## src/rtl/semaforo_monitor.sv

```systemverilog
// semaforo_monitor
//   Lamp-side checker for the semaforo traffic-light controller. It measures
//   how long each lamp colour is held and checks that length against the
//   programmed duration. It also checks the colour order red -> green ->
//   yellow -> red. Each ended phase gets a one-cycle report, and errors
//   accumulate in sticky fault bits.
//
// Ports
//   clk, rst_n          clock (rising edge), asynchronous active-low reset
//   enable              monitor active; 0 forces IDLE
//   maintenance         controller in manual mode; 1 forces IDLE
//   red/yellow/green    observed lamp outputs
//   *_duration          programmed phase lengths in cycles
//   clear_faults        clears fault / fault_code at the next edge
//   phase_done          one-cycle pulse: a lamp phase just ended
//   phase_color         colour of ended phase (1 red, 2 yellow, 3 green)
//   phase_len           cycles the ended phase was held
//   duration_err        pulse: phase_len differs from programmed duration
//   order_err           pulse: new colour is not the legal successor
//   illegal_err         pulse: two or more lamps on, or all off while tracking
//   fault, fault_code   sticky error summary, code = {illegal, order, duration}
//   cycle_count         completed red->green transitions while tracking
//   state_dbg           current FSM state (0 IDLE, 1 SYNC, 2 TRACK)
module semaforo_monitor #(
    parameter int WIDTH = 32,
    parameter int CYC_W = 16
) (
    input  logic             clk,
    input  logic             rst_n,
    input  logic             enable,
    input  logic             maintenance,
    input  logic             red,
    input  logic             yellow,
    input  logic             green,
    input  logic [WIDTH-1:0] red_duration,
    input  logic [WIDTH-1:0] yellow_duration,
    input  logic [WIDTH-1:0] green_duration,
    input  logic             clear_faults,
    output logic             phase_done,
    output logic [1:0]       phase_color,
    output logic [WIDTH-1:0] phase_len,
    output logic             duration_err,
    output logic             order_err,
    output logic             illegal_err,
    output logic             fault,
    output logic [2:0]       fault_code,
    output logic [CYC_W-1:0] cycle_count,
    output logic [1:0]       state_dbg
);

    typedef enum logic [1:0] {
        ST_IDLE  = 2'd0,
        ST_SYNC  = 2'd1,
        ST_TRACK = 2'd2
    } state_t;

    // Colour codes double as the phase_color encoding (low two bits).
    localparam logic [2:0] C_OFF = 3'd0;
    localparam logic [2:0] C_RED = 3'd1;
    localparam logic [2:0] C_YEL = 3'd2;
    localparam logic [2:0] C_GRN = 3'd3;
    localparam logic [2:0] C_ILL = 3'd4;

    state_t           state;
    logic [2:0]       cur_code;
    logic [WIDTH-1:0] count;

    logic [2:0]       code;
    logic             active;
    logic             cur_is_color;
    logic             new_is_color;
    logic [2:0]       exp_next;
    logic [WIDTH-1:0] dur_sel;
    logic [WIDTH-1:0] count_inc;
    logic             change;
    logic             report;
    logic             checked;
    logic             e_dur;
    logic             e_ord;
    logic             e_ill;
    logic [2:0]       faults_next;

    always_comb begin
        case ({red, yellow, green})
            3'b000:  code = C_OFF;
            3'b100:  code = C_RED;
            3'b010:  code = C_YEL;
            3'b001:  code = C_GRN;
            default: code = C_ILL;
        endcase
    end

    always_comb begin
        exp_next = C_OFF;
        dur_sel  = '0;
        case (cur_code)
            C_RED: begin exp_next = C_GRN; dur_sel = red_duration;    end
            C_GRN: begin exp_next = C_YEL; dur_sel = green_duration;  end
            C_YEL: begin exp_next = C_RED; dur_sel = yellow_duration; end
            default: begin exp_next = C_OFF; dur_sel = '0; end
        endcase
    end

    always_comb begin
        active       = enable && !maintenance;
        cur_is_color = (cur_code == C_RED) || (cur_code == C_YEL) || (cur_code == C_GRN);
        new_is_color = (code == C_RED) || (code == C_YEL) || (code == C_GRN);
        // A saturated count stays at all-ones and is compared as such.
        count_inc    = (&count) ? count : count + WIDTH'(1);
        change       = active && (state != ST_IDLE) && (code != cur_code);
        report       = change && cur_is_color;
        // Only a colour-to-colour change while tracking is checked; the first
        // (partial) phase and phases cut short by OFF/ILLEGAL are not.
        checked      = report && (state == ST_TRACK) && new_is_color;
        e_dur        = checked && (count != dur_sel);
        e_ord        = checked && (code != exp_next);
        // Fires only on entry into the bad code, so a held combo pulses once.
        e_ill        = change && ((code == C_ILL) || ((code == C_OFF) && (state == ST_TRACK)));
        // A new error at the same edge as clear_faults wins.
        faults_next  = (clear_faults ? 3'b000 : fault_code) | {e_ill, e_ord, e_dur};
    end

    always_ff @(posedge clk or negedge rst_n) begin
        if (!rst_n) begin
            state        <= ST_IDLE;
            cur_code     <= C_OFF;
            count        <= '0;
            phase_done   <= 1'b0;
            phase_color  <= 2'd0;
            phase_len    <= '0;
            duration_err <= 1'b0;
            order_err    <= 1'b0;
            illegal_err  <= 1'b0;
            fault        <= 1'b0;
            fault_code   <= 3'b000;
            cycle_count  <= '0;
        end else begin
            phase_done   <= 1'b0;
            duration_err <= 1'b0;
            order_err    <= 1'b0;
            illegal_err  <= 1'b0;
            fault_code   <= faults_next;
            fault        <= |faults_next;

            if (!active) begin
                // The interrupted phase is discarded without a report.
                state    <= ST_IDLE;
                cur_code <= C_OFF;
                count    <= '0;
            end else begin
                case (state)
                    ST_IDLE: begin
                        if (new_is_color) begin
                            state    <= ST_SYNC;
                            cur_code <= code;
                            count    <= WIDTH'(1);
                        end
                    end
                    default: begin
                        if (!change) begin
                            count <= count_inc;
                        end else begin
                            cur_code    <= code;
                            count       <= WIDTH'(1);
                            illegal_err <= e_ill;
                            if (report) begin
                                phase_done   <= 1'b1;
                                phase_color  <= cur_code[1:0];
                                phase_len    <= count;
                                duration_err <= e_dur;
                                order_err    <= e_ord;
                            end
                            if (new_is_color) begin
                                // After OFF/ILLEGAL the new colour phase is partial.
                                state <= cur_is_color ? ST_TRACK : ST_SYNC;
                                if (state == ST_TRACK && cur_code == C_RED && code == C_GRN)
                                    cycle_count <= cycle_count + CYC_W'(1);
                            end else begin
                                state <= ST_SYNC;
                            end
                        end
                    end
                endcase
            end
        end
    end

    assign state_dbg = state;

endmodule

```

## config.mk

```make
export PLATFORM = sky130hd
export DESIGN_NAME = semaforo_monitor
export DESIGN_NICKNAME = d
export VERILOG_FILES = /design/src/rtl/semaforo_monitor.sv
export SDC_FILE = /design/constraint.sdc
export NUM_CORES = 1
export LEC_CHECK = 0
export CORE_MARGIN = 2
export CORE_UTILIZATION = 25
export CTS_CLUSTER_DIAMETER = 40
export DETAILED_ROUTE_END_ITERATION = 8
export GPL_TIMING_DRIVEN = 0
export HOLD_SLACK_MARGIN = 0.08
export PLACE_DENSITY = 0.48
export REMOVE_ABC_BUFFERS = 1
export SLEW_MARGIN = 20
export SYNTH_ARGS = -nofsm -noshare
export SYNTH_HDL_FRONTEND = slang
export SYNTH_SLANG_ARGS = --single-unit
```

## constraint.sdc

```tcl
create_clock -name clk -period 2.85 [get_ports clk]
set_input_delay 0.57 -clock clk [delete_from_list [all_inputs] [get_ports clk]]
set_output_delay 0.57 -clock clk [all_outputs]
set_load 0.02 [all_outputs]
```

After elaboration in Yosys (flattened, before gate mapping)
Index checks and enable logic that the tools add are counted.
- register bits: 95
- output and inout bits: 60
- word-level logic and storage cells: 95
- $add $sub $neg: 2
- equal/unequal tests: 17
- mux-type cells: 34
- bitwise logic cells: 2
- reduce and logical (&&, ||, !) cells: 28
- operators by type and width (operator ; number):
    $mux W32 ; 5
    $pmux W32 S3 ; 1
    $add A32 B1 Y32 const B ; 1
    $ne A32 B32 Y1 ; 1
    $reduce_and A32 Y1 ; 1
    $add A16 B1 Y16 const B ; 1
    $eq A3 B2 Y1 const B ; 5
    $mux W1 ; 15
    $mux W3 ; 5
    $logic_and A1 B1 Y1 ; 12
    $mux W2 ; 6
    $pmux W3 S4 ; 1
    $eq A3 B1 Y1 const B ; 3
    $eq A3 B3 Y1 const B ; 2
    $logic_not A3 Y1 ; 2
    $ne A3 B3 Y1 ; 2
    $pmux W2 S3 ; 1
    $logic_or A1 B1 Y1 ; 5
    $reduce_and A5 Y1 ; 1
    $ne A4 B3 Y1 const B ; 1
    $reduce_and A2 Y1 ; 2
    $reduce_and A4 Y1 ; 1
    $ne A3 B1 Y1 const B ; 1
    $ne A3 B3 Y1 const B ; 1
    other kinds (7) ; 7

Longest topological paths before layout
- depth after elaboration: 12
- gate-level depth with buffers: 11
- depth with buffers taken out: 8

Worst setup path before layout
OpenSTA, ideal clock, no wires.
- path kind: input port to flip-flop
- from: input red
- to: register phase_len[0]
- library setup time: 0.125 ns
- arrival: 2.589 ns
- slack: 0.136 ns
- cell stages on the path: 9
- path buffers: 2
- cells stage by stage: clkbuf_1 maj3_1 a21oi_1 a31o_2 and2_1 o21ai_1 nor3_2 buf_2 mux2_2
- cells in the longest elaborated chain, start to end: 6
- elaborated cells between the ends (all ways): 9
- classes of those cells: eq/ne (4); mux (1); reduce/logical (4)
- ends and longest elaborated chain (element ; line ; RTL):
    start, declared ; 32 ; input logic red,
    $eq A3 B1 Y1 (tied with other cells) ; 84 ; case ({red, yellow, green})
    $pmux W3 S4 (*) ; 84 ;
    $ne A3 B3 Y1 (*) ; 110 ; change = active && (state != ST_IDLE) && (code != cur_code);
    $logic_and A1 B1 Y1 (*) ; 110 ;
    $logic_and A1 B1 Y1 ; 111 ; report = change && cur_is_color;
    $reduce_and A4 Y1 (no line) (*) ; -- ;
    end signal, assigned ; 169 ; phase_len <= count;
    end, declared ; 41 ; output logic [WIDTH-1:0] phase_len,
Every way passes the cells marked *; elsewhere a longest branch is shown, timed or not.
A chain may end at the register's enable or synchronous reset.

Final worst setup path
- from: register cur_code[1]
- to: register fault
- cells in the longest elaborated chain, start to end: 9
- elaborated cells between the ends (all ways): 19
- classes of those cells: eq/ne (6); mux (2); bitwise (1); reduce/logical (10)
- ends and longest elaborated chain (element ; line ; RTL):
    start, declared ; 65 ; logic [2:0] cur_code;
    start signal, assigned ; 155 ; cur_code <= code;
    start signal, assigned ; 163 ; cur_code <= code;
    branches (longest 7 deep; another with $pmux W32 S3) ; -- ;
    $or A3 B3 Y3 (*) ; 120 ; faults_next = (clear_faults ? 3'b000 : fault_code) | {e_ill, e_ord, e_dur};
    $reduce_or A3 Y1 (*) ; 143 ; fault <= |faults_next;
    end signal, assigned ; 143 ;
    end, declared ; 45 ; output logic fault,
Mark *: on every way between the ends.

==> results.toml <==
[yosys]
synth_area_leaders = "dfrtp_1, mux2_2, mux2i_1, xnor2_1, nor2_1"
yosysWarnings = 0
synth.avg_cell_area_um2 = 9.49
synth_top_area_frac = 0.402
synth_top_cell_by_area = "dfrtp_1"
seq_area_frac_synth = 0.402
syn_inst = 623
synth-edff-count = 0
mappedNetlistArea_um2 = 5910
synthDistinctLibCells = 71
synth_ff_type = "dfrtp_1"
synthArstFlopShare = 1.00
ys_ff_latch = 95

[flow_run]
maxCapViolCount = 0

[sta]
max_slew.worst_pin.slew_ns = 0.837
hold_viol = 0
final-max-slew-violation-count = 0
finalSetupViolCount = 0
finClkSkew_ns = 0.00835
layout_setup_ws_ns = 0.0990
fin_crit_ns = 2.75
fmax_ghz = 0.364
max-slew-margin-rel = 0.438
fin_crit_sh = 0.965

[power_and_ir_drop]
ir_drop_v = 0.000234
switching_power_uw = 846
combPwrFrac = 0.157
clkPwrFrac = 0.418
p_seq_frac = 0.425
static-leakage-power_uw = 0.00343
power_density_nw_per_um2 = 377
swShare = 0.260
p_int_uw = 2400
total_power_uw = 3250

[route]
drc = 0
vias = 5583
initialDrtViolationCount = 543
dr.pass1.iters = 5
wirelength_mm = 22.6
via_per_inst = 5.07
postRouteAntennaNets = 0
wire_per_inst_um = 20.5

[die]
die_x_um = 158
start_util = 0.253
rows = 56
dieHeight_um = 158
num_io_pins = 164
core_um2 = 23300
dieArea_um2 = 24900

[placement]
place.gp.congestion = 0.897
pre_cts_ws_ns = -0.923
dp_hpwl_mm = 15.9
port-buffer-count = 163

[finish]
final_layout_size_suffix_gt1_frac = 0.153
area.sequential_um2 = 2390
multiInputGateArea_um2 = 3410
nets = 883
diodes = 0
fillers = 2360
fin_util = 0.369
mostFrequentLayoutCells = "clkdlybuf4s50_1, dfrtp_1, nor2_1"
final_common_cell = "clkdlybuf4s50_1"
syn_to_final_growth_pct = 45.6

[clock_network]
numCtsBuffers = 9
clk_pin_slew_ns = 0.07
holdBufCountCts = 0
clk-insertion-delay-late_ns = 0.36
cts_max_path_buffers = 2
clock_sinks = 95
htreeDepth = 3
cts_tree = "yes"
cts_root_buf = "clkbuf_16"

[hold_path]
hp-class = "primary input to async pin"

[setup_path]
critPathBufInv = 1
end_kind = "flip-flop"
required_ns = 3.08
crit_chain = "buf_12 -> mux2i_1 -> o31ai_1 -> nor4b_2 -> nand4b_1 -> a2111oi_4 -> a21oi_2 -> or4_1"
crit_slowest_cell = "dfrtp_4"
cp_max_fo = 11
crit_arrival_ns = 2.98
critical_path_class = "flip-flop to flip-flop"
crit_path_start_kind = "flip-flop"
path_delay_family = "simple AND/OR/NAND/NOR gates"
critPathMaxStageDelay_ns = 0.51

[run_status]
status = "finished, final reports clean"

[global_routing]
grt_max_degree = 67
grt_pass1_wl_mm = 32.8
track_usage = 0.176
grt_pass1_vias = 5391
antenna_found_initial = 0
globalRouteOverflowTotal = 0
-- metal layers --
layer  track usage  share of wire  routed length (um)
met4        0.0706          0.026                 577
met2         0.284           0.47               10600
met1         0.233           0.43                9800
met3        0.0293          0.072                1620
met5             0              0                   0
-- cells in the mapped netlist, types with 9 or more instances --
master,instances
nand2b_1,9
inv_1,36
xor2_1,12
o22ai_1,20
mux2_2,36
o21ai_0,18
nand3_1,22
a22o_1,9
nand2_1,29
xnor2_1,28
and3_1,17
a21oi_1,14
nand4_1,24
nor4_1,12
nor2_1,49
dfrtp_1,95
nor3_1,19
mux2i_1,34
clkbuf_1,28
-- flip-flops by register name, indices dropped and copies added, names as in the netlist --
signal / flops
count: 32
phase_len: 32
cycle_count: 16
cur_code: 3
fault_code: 3
phase_color: 2
state_dbg: 2
duration_err: 1
fault: 1
illegal_err: 1
order_err: 1
phase_done: 1
-- power groups by stage --
stage / registers (uW) / logic, uW / clock network [uW]
6_report: 1380 / 509 / 1360
5_1_grt: 1380 / 545 / 1430
4_1_cts: 1380 / 491 / 1390
3_5_place_dp: 1420 / 439 / 0
3_3_place_gp: 1420 / 426 / 0
2_1_floorplan: 1420 / 155 / 0
-- final timing paths --
path	startpoint	endpoint	slack, ns	cells past startpoint
max	cur_code[1]$_DFFE_PN0P_	fault$_DFF_PN0_	0.1	8
max reg2reg	cur_code[1]$_DFFE_PN0P_	fault$_DFF_PN0_	0.1	8
min	rst_n	order_err$_DFF_PN0_	0.08	1
min in group clk	cycle_count[15]$_DFFE_PN0P_	cycle_count[15]$_DFFE_PN0P_	0.47	1
max in group asynchronous	rst_n	count[1]$_DFFE_PN0P_	2.11	2
min reg2reg	cycle_count[15]$_DFFE_PN0P_	cycle_count[15]$_DFFE_PN0P_	0.47	1
-- logic make-up (layout without fill, tap and decap cells) --
logic type      Yosys count  count (layout)  synth area share
flops                    95              95             0.402
simple gates            218             218             0.200
buf+inv                  78             236            0.0584
fa+ha+maj                 3               3           0.00592
xor+xnor                 40              40            0.0592
mux                      72              72             0.131
compound gates          117             118             0.144
-- stage by stage --
stage                     std cells  setup TNS [ns]  hold WS (ns)  instance area (um^2)
after CTS                      1095               0        0.0873                  8420
after global placement         1064         -462.23         0.464                  7740
after detailed placement       1068          -56.35         0.464                  7850
after global routing           1101         -0.0249        0.0960                  8610
final                          1101               0        0.0790                  8610
after floorplan                 582          -73.92         0.274                  5710
-- what timing repair did --
action / CTS / global route
hold endpoints to repair: 0 / 0
cloned: 0 / 2
resized for setup: 30 / 27
buffers inserted: 11 / 4
pin swaps: 6 / 11
endpoints found under the setup margin: 90 / 50
-- final cells by class --
type,instances,area share
repair buffers,183,0.226
inverters,37,0.0167
well taps,319,0.0464
flip-flops and latches,95,0.278
clock buffers,10,0.0266
multi-input cells,451,0.396
clock inverters,6,0.0106
(Power assumes the default switching activity.)
